<file path="src/rtl/cacc_dual_reg_prog.sv">
// Register-programming initiator for the CACC dual register group: writes one layer
// descriptor, fires OP_ENABLE, polls op_en, then reads OUT_SATURATION.
module cacc_dual_reg_prog #(
    parameter int unsigned POLL_GAP  = 4,
    parameter int unsigned MAX_POLLS = 1024,
    parameter int unsigned PCNT_W    = 11
) (
    input  logic        nvdla_core_clk,
    input  logic        nvdla_core_rst,
    input  logic        desc_valid,
    output logic        desc_ready,
    input  logic [4:0]  desc_batches,
    input  logic [4:0]  desc_clip_truncate,
    input  logic [31:0] desc_cya,
    input  logic [31:0] desc_dataout_addr,
    input  logic        desc_line_packed,
    input  logic        desc_surf_packed,
    input  logic [12:0] desc_dataout_height,
    input  logic [12:0] desc_dataout_width,
    input  logic [12:0] desc_dataout_channel,
    input  logic [23:0] desc_line_stride,
    input  logic [23:0] desc_surf_stride,
    input  logic        desc_conv_mode,
    input  logic [1:0]  desc_proc_precision,
    output logic [11:0] reg_offset,
    output logic        reg_wr_en,
    output logic [31:0] reg_wr_data,
    input  logic [31:0] reg_rd_data,
    output logic        done_valid,
    input  logic        done_ready,
    output logic [31:0] done_sat_count,
    output logic        done_timeout,
    output logic        busy
);

    localparam int unsigned GAP_W = (POLL_GAP > 1) ? $clog2(POLL_GAP) : 1;

    typedef enum logic [2:0] {StIdle, StWrite, StWait, StPoll, StSat, StDone} state_e;

    typedef struct packed {
        logic [4:0]  batches;
        logic [4:0]  clip_truncate;
        logic [31:0] cya;
        logic [31:0] dataout_addr;
        logic        line_packed;
        logic        surf_packed;
        logic [12:0] height;
        logic [12:0] width;
        logic [12:0] channel;
        logic [23:0] line_stride;
        logic [23:0] surf_stride;
        logic        conv_mode;
        logic [1:0]  proc_precision;
    } desc_t;

    function automatic logic [11:0] wr_offset(input logic [3:0] idx);
        case (idx)
            4'd0:    wr_offset = 12'h00c;
            4'd1:    wr_offset = 12'h010;
            4'd2:    wr_offset = 12'h014;
            4'd3:    wr_offset = 12'h018;
            4'd4:    wr_offset = 12'h01c;
            4'd5:    wr_offset = 12'h020;
            4'd6:    wr_offset = 12'h024;
            4'd7:    wr_offset = 12'h028;
            4'd8:    wr_offset = 12'h02c;
            4'd9:    wr_offset = 12'h034;
            4'd10:   wr_offset = 12'h008;
            default: wr_offset = 12'h000;
        endcase
    endfunction

    function automatic logic [31:0] wr_word(input logic [3:0] idx, input desc_t f);
        case (idx)
            4'd0:    wr_word = {18'b0, f.proc_precision, 11'b0, f.conv_mode};
            4'd1:    wr_word = {3'b0, f.height, 3'b0, f.width};
            4'd2:    wr_word = {19'b0, f.channel};
            4'd3:    wr_word = f.dataout_addr;
            4'd4:    wr_word = {27'b0, f.batches};
            4'd5:    wr_word = {8'b0, f.line_stride};
            4'd6:    wr_word = {8'b0, f.surf_stride};
            4'd7:    wr_word = {15'b0, f.surf_packed, 15'b0, f.line_packed};
            4'd8:    wr_word = {27'b0, f.clip_truncate};
            4'd9:    wr_word = f.cya;
            4'd10:   wr_word = 32'h1;
            default: wr_word = 32'h0;
        endcase
    endfunction

    state_e              state_q, state_d;
    logic [3:0]          idx_q, idx_d;
    logic [GAP_W-1:0]    gap_q, gap_d;
    logic [PCNT_W-1:0]   pcnt_q, pcnt_d, pcnt_inc;
    desc_t               fld_q, fld_d, fld_in;
    logic [31:0]         sat_q, sat_d;
    logic                to_q, to_d;
    logic [11:0]         offset_q, offset_d;
    logic                wr_en_q, wr_en_d;
    logic [31:0]         wr_data_q, wr_data_d;

    assign fld_in = '{batches: desc_batches, clip_truncate: desc_clip_truncate, cya: desc_cya,
                      dataout_addr: desc_dataout_addr, line_packed: desc_line_packed,
                      surf_packed: desc_surf_packed, height: desc_dataout_height,
                      width: desc_dataout_width, channel: desc_dataout_channel,
                      line_stride: desc_line_stride, surf_stride: desc_surf_stride,
                      conv_mode: desc_conv_mode, proc_precision: desc_proc_precision};

    assign pcnt_inc = pcnt_q + PCNT_W'(1);

    always_comb begin
        state_d   = state_q;
        idx_d     = idx_q;
        gap_d     = gap_q;
        pcnt_d    = pcnt_q;
        fld_d     = fld_q;
        sat_d     = sat_q;
        to_d      = to_q;
        offset_d  = 12'h000;
        wr_en_d   = 1'b0;
        wr_data_d = 32'h0;

        case (state_q)
            StIdle: begin
                if (desc_valid) begin
                    fld_d   = fld_in;
                    pcnt_d  = '0;
                    idx_d   = 4'd0;
                    state_d = StWrite;
                end
            end
            StWrite: begin
                if (idx_q == 4'd10) begin
                    gap_d   = '0;
                    state_d = StWait;
                end else begin
                    idx_d = idx_q + 4'd1;
                end
            end
            StWait: begin
                if (gap_q == GAP_W'(POLL_GAP - 1)) state_d = StPoll;
                else                               gap_d   = gap_q + GAP_W'(1);
            end
            StPoll: begin
                if (!reg_rd_data[0]) begin
                    state_d = StSat;
                end else begin
                    pcnt_d = pcnt_inc;
                    if (pcnt_inc == PCNT_W'(MAX_POLLS)) begin
                        state_d = StSat;
                    end else begin
                        gap_d   = '0;
                        state_d = StWait;
                    end
                end
            end
            StSat: begin
                sat_d   = reg_rd_data;
                // Counter only reaches the limit on the timeout path.
                to_d    = (pcnt_q == PCNT_W'(MAX_POLLS));
                state_d = StDone;
            end
            StDone: begin
                if (done_ready) state_d = StIdle;
            end
            default: state_d = StIdle;
        endcase

        // Bus outputs are registered, so they are decoded from the upcoming state.
        case (state_d)
            StWrite: begin
                offset_d  = wr_offset(idx_d);
                wr_en_d   = 1'b1;
                wr_data_d = wr_word(idx_d, fld_d);
            end
            StPoll:  offset_d = 12'h008;
            StSat:   offset_d = 12'h030;
            default: offset_d = 12'h000;
        endcase
    end

    always_ff @(posedge nvdla_core_clk) begin
        if (nvdla_core_rst) begin
            state_q   <= StIdle;
            idx_q     <= '0;
            gap_q     <= '0;
            pcnt_q    <= '0;
            fld_q     <= '0;
            sat_q     <= '0;
            to_q      <= 1'b0;
            offset_q  <= '0;
            wr_en_q   <= 1'b0;
            wr_data_q <= '0;
        end else begin
            state_q   <= state_d;
            idx_q     <= idx_d;
            gap_q     <= gap_d;
            pcnt_q    <= pcnt_d;
            fld_q     <= fld_d;
            sat_q     <= sat_d;
            to_q      <= to_d;
            offset_q  <= offset_d;
            wr_en_q   <= wr_en_d;
            wr_data_q <= wr_data_d;
        end
    end

    assign reg_offset     = offset_q;
    assign reg_wr_en      = wr_en_q;
    assign reg_wr_data    = wr_data_q;
    assign done_valid     = (state_q == StDone);
    assign done_sat_count = sat_q;
    assign done_timeout   = to_q;
    assign busy           = (state_q != StIdle);
    assign desc_ready     = (state_q == StIdle);

endmodule

</file>
<file path="config.mk">
export PLATFORM = sky130hd
export DESIGN_NAME = cacc_dual_reg_prog
export DESIGN_NICKNAME = d
export VERILOG_FILES = /design/src/rtl/cacc_dual_reg_prog.sv
export SDC_FILE = /design/constraint.sdc
export NUM_CORES = 1
export LEC_CHECK = 0
export CORE_MARGIN = 2
export CORE_UTILIZATION = 48
export CTS_CLUSTER_SIZE = 12
export DETAILED_ROUTE_END_ITERATION = 8
export MAX_ROUTING_LAYER = met4
export PLACE_DENSITY = 0.79
export SETUP_SLACK_MARGIN = 0.02
export SLEW_MARGIN = 20
export SYNTH_ARGS = -nofsm -noshare
export SYNTH_HDL_FRONTEND = slang
export SYNTH_SLANG_ARGS = --single-unit
</file>
<file path="constraint.sdc">
create_clock -name nvdla_core_clk -period 8.6 [get_ports nvdla_core_clk]
set_clock_uncertainty 0.15 [all_clocks]
set_input_delay 0.86 -clock nvdla_core_clk [delete_from_list [all_inputs] [get_ports nvdla_core_clk]]
set_output_delay 0.86 -clock nvdla_core_clk [all_outputs]
set_load 0.05 [all_outputs]
</file>
==> results of run 1 <==
## flip-flops by register name, indices dropped and copies added, names as in the netlist
name	count
gap_q	2
reg_wr_en	1
done_timeout	1
reg_wr_data	32
fld_q	166
done_sat_count	32
pcnt_q	11
state_q	3
idx_q	4
reg_offset	4
## area by class of cell
type,instances,area share [%]
Antenna cell,4,0.0708
Clock buffer,37,5.25
Clock inverter,5,0.203
Inverter,12,0.318
Multi-Input combinational cell,903,35.5
Sequential cell,256,36.2
Tap cell,280,2.48
Timing Repair Buffer,282,19.9
## final timing paths
path / startpoint / end / slack (ns) / depth (start not counted)
max: desc_valid / reg_wr_data[10] / 3.28 / 12
min: done_sat_count[13] / done_sat_count[13] / 0.30 / 2
max reg2reg: state_q[0] / reg_wr_data[10] / 3.45 / 11
min reg2reg: done_sat_count[13] / done_sat_count[13] / 0.30 / 2
## synth_stat cells (11+ instances only)
master,count,share of area (%)
dfxtp_1,256,48
o21ai_0,13,0.61
buf_4,17,1.2
nand3_1,19,0.89
nor2_1,133,4.7
nor3_1,13,0.61
o21a_1,13,0.91
clkbuf_1,50,1.8
mux2i_1,93,8.7
nand2_1,277,9.7
buf_2,24,1.1
a21oi_1,161,7.6
inv_1,11,0.39
o22ai_1,38,2.2
## worst max-delay path, stage by stage
cell	delay, ns
clkdlybuf4s50_1	0.51
nor4b_2	0.33
buf_12	0.52
nor2_1	0.16
a21oi_1	0.45
ha_1	0.48
clkinv_1	0.39
nand2_1	0.22
nor3_1	0.06
o22ai_1	0.20
and2_1	0.77
o31a_1	0.26
## cell usage in the layout, fill, tap and decap left out, types with 4 or more instances in the layout
cell / netlist / routed
nor2_1: 133 / 133
mux2_2: 8 / 8
o31a_1: 6 / 6
a31oi_1: 7 / 7
o22a_1: 10 / 10
a22oi_1: 5 / 5
o21ai_0: 13 / 13
dfxtp_1: 256 / 256
o22ai_1: 38 / 38
and3b_1: 4 / 4
clkbuf_1: 50 / 7
inv_1: 11 / 11
o21a_1: 13 / 13
diode_2: 0 / 4
a222oi_1: 4 / 4
nor2b_1: 10 / 10
conb_1: 1 / 8
a211oi_1: 9 / 9
mux2i_1: 93 / 93
clkbuf_16: 0 / 27
clkinv_2: 0 / 4
nand3_1: 19 / 19
a21oi_1: 161 / 161
clkdlybuf4s50_1: 0 / 273
nand2_1: 277 / 277
nor3_1: 13 / 13
ha_1: 10 / 10
buf_4: 17 / 7
## power by group through the flow
stage	clock network, mW	registers [mW]	logic [mW]
floorplan	0	1.30	0.212
global placement	0	1.28	0.381
detailed placement	0	1.29	0.384
CTS	1.06	1.26	0.387
global route	1.10	1.26	0.420
finish	1.05	1.26	0.391
## through the flow
| stage | hold WS, ns | std cells |
|---|---|---|
| floorplan | 0.286 | 1271 |
| global placement | 0.291 | 1733 |
| detailed placement | 0.298 | 1733 |
| CTS | 0.305 | 1775 |
| global route | 0.322 | 1779 |
| finish | 0.304 | 1779 |
## routing by layer
| layer | vias to the layer above | routed length (um) | GRT usage, % |
|---|---|---|---|
| met2 | 476 | 14600 | 41.4 |
| met1 | 4450 | 13600 | 35.2 |
| li1 | 4752 | - | - |
| met4 | 0 | 1220 | 10.1 |
| met3 | 71 | 2760 | 5.36 |
| met5 | - | 0 | - |
## cells by family (layout without fill, tap and decap cells)
logic type      Yosys count  after routing  synth area share [%]
compound gates          292            292                  16.5
xor+xnor                  3              3                 0.246
fa+ha+maj                10             10                  1.17
buf+inv                 112            336                  5.28
flops                   256            256                  48.0
mux                     101            101                  9.57
other cells               1             12                0.0352
simple gates            489            489                  19.2
==> results.toml, run 1 <==
[die]
fp.dieArea_um2 = 23400
rows = 54
io_pins = 283
fp.dieH_um = 153
core-area_um2 = 21800
initial_core_util_pct = 48.9
die_x_um = 153

[synthesis]
seq_area_frac_synth_pct = 48.0
synth_cell_types = 64
netlist_area_um2 = 10700
synth-edff-count = 0
synthFlopType = "dfxtp_1"
syn_area_per_cell_um2 = 8.44
netlist_instances = 1264
ys_warn_count = 0
ys_ff_latch = 256
async_flop_share_pct = 0

[timing]
setup_violations = 0
final_hold_viol_count = 0
max_freq_mhz = 188
max_slew_margin_pct = 20.2
tns_ns = 0
tightest_slew_ns = 1.20
period_share_pct = 61.9
slew_violations = 0
setup_ws_ns = 3.28
min_period_ns = 5.32
grt_setup_unrepaired = "no"

[routing]
drc = 0
viasPerCell = 5.48
drtIter0Drc = 720
dr.pass1.iters = 5
antenna_left = 0
wl_per_cell_um = 18.1
drt_wl_total_um = 32200
vias = 9749

[power_and_ir_drop]
power.leakage_nw = 5.46
power.internal_mw = 2.01
p_sw_mw = 0.691
powerDensity_nw_per_um2 = 191
total_power_mw = 2.70
pwr-share-seq_pct = 46.7
comb_power_share_pct = 14.5
ir_drop_mv = 0.143
swShare_pct = 25.6
p_clk_share_pct = 38.9

[clock_network]
cts-buffers-inserted = 27
cts_tree = "built"
clock_latency_ns = 0.54
cts_setup_buffers = 0
h-tree-depth = 1
root_buffer = "clkbuf_16"
cts_num_sinks = 256
clock_tree.buffer_depth = 3
ctsHoldBuffers = 0
ctsResizeCount = 0
cts.clk_slew.worst_paths_ns = 0.06

[placed_design]
gp_congestion = 0.929
pre_cts_slack_ns = 2.97
portBuffers = 274
place_hpwl_um = 22200
placed_area_um2 = 13400

[global_routing]
grt_pass1_wl_um = 49500
track_usage_pct = 26.9
grt_pass1_vias = 9293
overflow = 0
grt_max_degree = 173
antenna_found_initial = 4

[layout]
nets = 1694
drive_above_1_share_pct = 4.15
postLayoutCoreUtil_pct = 64.8
fill_cells = 1810
fin_area_um2 = 14100
synthToLayoutAreaGrowth_pct = 32.6
multi_input_area_um2 = 5030
seq_area_um2 = 5120

[setup_path]
critPathCaptureType = "flip-flop"
critPathRequiredTime_ns = 8.91
crit_type = "primary input to flip-flop"
cp_max_fo = 172
critPathArrivalTime_ns = 5.63
crit_path_start_kind = "primary input"

[hold_path]
hold_class = "flip-flop to flip-flop"

[run]
maxCapViolCount = 0

[run_status]
status = "finished, final reports clean"
No activity file was read; power rests on OpenSTA's default activity.
==> inputs of run 2 (changes only) <==
- CORE_UTILIZATION: 48 -> 44
- PLACE_DENSITY: 0.79 -> 0.76
- clock period: 8.6 -> 4.65 ns (I/O delays scaled with it)
==> run 2 against run 1 <==
Compared with the run above:
- combinational power increased by 88%
- sequential share of layout area decreased by 0.51 points
- critical path depth unchanged
==> results.toml, run 2 (synthesis results as in run 1) <==
[setup_path]
r2r_slack_ns = 0.91
cp_cell_sequence = "or3b_1, nor2_1, nor2_1, a21oi_1, ha_1, clkinv_1, buf_4, nand2_1, nor3_1, o22ai_1, and2_1, o31a_1"
crit_path_start_kind = "flip-flop"
critPathRequiredTime_ns = 4.97
worstReg2RegEnd = "reg_wr_data[11]"
rr_startpoint = "state_q[2]"
critPathMaxStageDelay_ns = 0.72
crit_type = "flip-flop to flip-flop"
crit_family = "simple AND/OR/NAND/NOR gates"
crit_buf_inv = 2
slowest_stage = "and2_1"
crit_top_cell = "nor2_1"
ff2ff_path_depth = 12
critPathArrivalTime_ns = 4.06
cp_max_fo = 19
critPathLaunch = "state_q[2]"
critPathCaptureType = "flip-flop"

[layout]
seq_area_um2 = 5120
multi_input_area_um2 = 5030
layout_commonest_cell = "nand2_1"
synthToLayoutAreaGrowth_pct = 34.5
largest_reg_flops = 166
top_register = "fld_q"
final_cell_mix = "nand2_1 (277), clkdlybuf4s50_1 (273), dfxtp_1 (256), a21oi_1 (161), nor2_1 (133)"
fill_cells = 2033
drive_above_1_share_pct = 4.91
nets = 1704

[routing]
wl_per_cell_um = 18.0
antenna_left = 0
drt_wl_total_um = 33000
drc = 0
drtIter0Drc = 704
viasPerCell = 5.41
dr.pass1.iters = 6
vias = 9893

[timing]
setup_violations = 0
grt_setup_unrepaired = "no"
slew_violations = 0
period_share_pct = 80.4
min_period_ns = 3.74
tightest_slew_ns = 1.02
hold_ws_ns = 0.247
max_slew_margin_pct = 31.9
tns_ns = 0
final_hold_viol_count = 0
max_freq_mhz = 267

[clock_network]
cts.clk_slew.worst_paths_ns = 0.06
cts_setup_buffers = 0
cts_num_sinks = 256
clock_tree.buffer_depth = 3
ctsResizeCount = 0
ctsHoldBuffers = 0
cts-buffers-inserted = 27
cts_tree = "built"
root_buffer = "clkbuf_16"
h-tree-depth = 1
clock_latency_ns = 0.54

[placed_design]
portBuffers = 274
place_hpwl_um = 23000
gp_congestion = 0.902

[global_routing]
grt_pass1_vias = 9757
grt_pass1_wl_um = 51600
overflow = 0
track_usage_pct = 25.7
antenna_found_initial = 3
grt_max_degree = 172

[power_and_ir_drop]
p_sw_mw = 1.29
power.internal_mw = 3.87
p_clk_share_pct = 40.7
swShare_pct = 25.0
pwr-share-seq_pct = 45.0
comb_power_share_pct = 14.3
power.leakage_nw = 5.55
ir_drop_mv = 0.265
total_power_mw = 5.17
powerDensity_nw_per_um2 = 360

[run_status]
status = "finished, final reports clean"

[hold_path]
hold_class = "primary input to flip-flop"
worstHoldStart = "nvdla_core_rst"
holdPathEnd = "pcnt_q[8]"
hold_depth = 2

[die]
io_pins = 283
die_x_um = 160
fp.dieH_um = 160
core-area_um2 = 23600
initial_core_util_pct = 45.2
fp.dieArea_um2 = 25500
rows = 56

[run]
maxCapViolCount = 0
[run 2: stage by stage]
stage               instances  utilization, %  worst slack, ns  instance area, um^2
global route             1830            60.8            0.644                14400
detailed placement       1782            57.1            0.668                13500
floorplan                1271               -             1.47                10700
global placement         1782            57.1            0.795                13500
CTS                      1827            60.7            0.926                14300
finish                   1830            60.8            0.910                14400
[run 2: worst max path at each step]
stage,end,slack [ns],cells after the start
after global placement,reg_wr_data[6],0.80,12
after global routing,reg_wr_data[6],0.64,12
after floorplan,reg_wr_data[20],1.47,15
after detailed placement,reg_wr_data[8],0.67,12
final,reg_wr_data[11],0.91,12
after CTS,reg_wr_data[6],0.93,12
[run 2: worst register-to-register path: stages, from the launching register on]
cell,delay (ns)
dfxtp_1,0.45
or3b_1,0.52
nor2_1,0.18
nor2_1,0.10
a21oi_1,0.45
ha_1,0.27
clkinv_1,0.07
buf_4,0.18
nand2_1,0.12
nor3_1,0.05
o22ai_1,0.19
and2_1,0.72
o31a_1,0.25
[run 2: layout make-up]
class                   instances  share of cell area [%]
diodes                          3                  0.0523
clock buffers                  40                    5.40
clock inverters                 5                   0.549
inverters                      12                   0.314
multi-input cells             903                    35.0
flip-flops and latches        256                    35.7
well taps                     319                    2.78
repair buffers                292                    20.1
[run 2: metal layers]
metal  up-vias  global-route usage, %  part of all wire, %
li1       4777                      -                    -
met1      4620                   32.7                   43
met2       433                   40.3                   46
met3        63                   5.56                  8.3
met4         0                   9.38                  3.1
met5         -                      -                    0
[run 2: power by group through the flow]
stage | Combinational (mW) | Sequential [mW] | Clock, mW
3_5_place_dp | 0.726 | 2.37 | 0
2_1_floorplan | 0.391 | 2.40 | 0
4_1_cts | 0.731 | 2.33 | 2.13
3_3_place_gp | 0.719 | 2.37 | 0
6_report | 0.737 | 2.33 | 2.10
5_1_grt | 0.795 | 2.33 | 2.22
==> inputs of run 3 (changes only) <==
- CORE_UTILIZATION: 44 -> 48
- PLACE_DENSITY: 0.76 -> 0.79
- clock period: 4.65 -> 3.93 ns (I/O delays scaled with it)
==> run 3 against run 2 <==
Compared with the run above:
- final area shrank 0.50%
- largest cell class unchanged
- critical path type unchanged
- critical path depth grew 1
- wire length shrank 1.4%
- die area decreased by 8.1%
==> results.toml, run 3 (synthesis results as in run 1) <==
[clock_network]
ctsHoldBuffers = 0
h-tree-depth = 1
cts-buffers-inserted = 27
cts_tree = "built"
cts_num_sinks = 256
root_buffer = "clkbuf_16"
clock_latency_ns = 0.53
ctsResizeCount = 0
clock_tree.buffer_depth = 3
cts.clk_slew.worst_paths_ns = 0.06
cts_setup_buffers = 0

[setup_path]
critPathCaptureType = "flip-flop"
cp-endpoint = "reg_wr_data[11]"
crit_family = "simple AND/OR/NAND/NOR gates"
cp_cell_sequence = "inv_1, ha_1, and3b_1, nor2_1, nor2_1, a21oi_1, ha_1, clkinv_1, nand2_1, nor3_1, o22ai_1, and2_1, o31a_1"
r2r_slack_ns = 0.43
slowest_stage = "and2_1"
critPathRequiredTime_ns = 4.24
rr_startpoint = "idx_q[0]"
crit_type = "flip-flop to flip-flop"
path_depth = 13
ff2ff_path_depth = 13
crit_buf_inv = 2
crit_path_start_kind = "flip-flop"
critPathMaxStageDelay_ns = 0.77
worstReg2RegEnd = "reg_wr_data[11]"
critPathArrivalTime_ns = 3.81
critPathLaunch = "idx_q[0]"
cp_max_fo = 19

[global_routing]
grt_pass1_vias = 9638
overflow = 0
track_usage_pct = 27.4
grt_max_degree = 172
antenna_found_initial = 3
grt_pass1_wl_um = 50700

[die]
core-area_um2 = 21800
initial_core_util_pct = 48.9
io_pins = 283
rows = 54
fp.dieH_um = 153
die_x_um = 153
fp.dieArea_um2 = 23400

[power_and_ir_drop]
pwr-share-seq_pct = 46.3
p_clk_share_pct = 38.9
power.internal_mw = 4.44
swShare_pct = 25.4
p_sw_mw = 1.51
ir_drop_mv = 0.379
comb_power_share_pct = 14.8
power.leakage_nw = 5.54
total_power_mw = 5.95
powerDensity_nw_per_um2 = 417

[placed_design]
gp_congestion = 0.887
place_hpwl_um = 22600
portBuffers = 274
dp.cells = 1749
placed_area_um2 = 13500

[layout]
drive_above_1_share_pct = 5.09
fill_cells = 1817
seq_area_um2 = 5120
final_cell_mix = "nand2_1 (277), clkdlybuf4s50_1 (273), dfxtp_1 (256), a21oi_1 (161), nor2_1 (133)"
largest_reg_flops = 166
top_register = "fld_q"
layout_commonest_cell = "nand2_1"
multi_input_area_um2 = 5030
layoutNonFillerInstCount = 1795
nets = 1710
fin_area_um2 = 14300
synthToLayoutAreaGrowth_pct = 33.8

[timing]
max_freq_mhz = 286
grt_setup_unrepaired = "no"
tightest_slew_ns = 1.20
max_slew_margin_pct = 19.8
setup_violations = 0
slew_violations = 0
final_hold_viol_count = 0
period_share_pct = 89.1
min_period_ns = 3.50
tns_ns = 0

[run]
maxCapViolCount = 0

[routing]
drt_wl_total_um = 32500
drc = 0
drtIter0Drc = 686
vias = 9847
antenna_left = 0
viasPerCell = 5.49
wl_per_cell_um = 18.1
dr.pass1.iters = 5

[hold_path]
hold_class = "primary input to flip-flop"
worstHoldStart = "reg_rd_data[13]"

[run_status]
status = "finished, final reports clean"
## run 3: cell types whose count changed in the layout (fill, tap and decap cells not counted)
cell | previous run | this run
inv_6 | 1 | 0
clkbuf_1 | 8 | 9
clkbuf_8 | 5 | 4
bufinv_16 | 2 | 0
inv_8 | 0 | 1
buf_4 | 17 | 23
## run 3: worst min-delay path by stage
stage,endpoint,slack [ns],cells past startpoint
after floorplan,fld_q[11],0.29,2
after global placement,done_sat_count[8],0.29,2
after detailed placement,done_sat_count[4],0.30,2
after CTS,done_sat_count[14],0.25,3
after global routing,done_sat_count[11],0.26,3
final,done_sat_count[13],0.27,3
## run 3: metal layers
metal | GRT usage (%) | share of wire, % | vias to the layer above
met2 | 43.0 | 46 | 404
met1 | 34.3 | 42 | 4577
li1 | - | - | 4779
met3 | 6.55 | 8.8 | 87
met4 | 10.4 | 3.9 | 0
met5 | - | 0 | -
## run 3: cell type report
type / count / share of cell area [%]
Sequential cell: 256 / 35.9
Multi-Input combinational cell: 903 / 35.2
Timing Repair Buffer: 298 / 20.6
Clock buffer: 40 / 5.35
Tap cell: 280 / 2.45
Inverter: 12 / 0.315
Clock inverter: 3 / 0.149
Antenna cell: 3 / 0.0526
## run 3: power groups by stage
stage / logic, mW / clock network [mW] / registers [mW]
after global placement: 0.856 / 0 / 2.80
final: 0.881 / 2.31 / 2.75
after global routing: 0.945 / 2.45 / 2.76
after floorplan: 0.463 / 0 / 2.84
after CTS: 0.873 / 2.35 / 2.75
after detailed placement: 0.866 / 0 / 2.81
## run 3: through the flow
stage	hold slack (ns)	utilization [%]	setup WS, ns
after global routing	0.263	65.4	0.146
after global placement	0.291	61.8	0.305
after detailed placement	0.296	61.8	0.206
final	0.265	65.4	0.428
after floorplan	0.286	-	0.749
after CTS	0.254	65.4	0.487
## run 3: worst reg2reg max path, stage by stage, from the launching register on
cell and delay [ns]:
dfxtp_1 0.40, inv_1 0.07, ha_1 0.20, and3b_1 0.21
nor2_1 0.13, nor2_1 0.09, a21oi_1 0.44, ha_1 0.26
clkinv_1 0.09, nand2_1 0.12, nor3_1 0.06, o22ai_1 0.20
and2_1 0.77, o31a_1 0.26
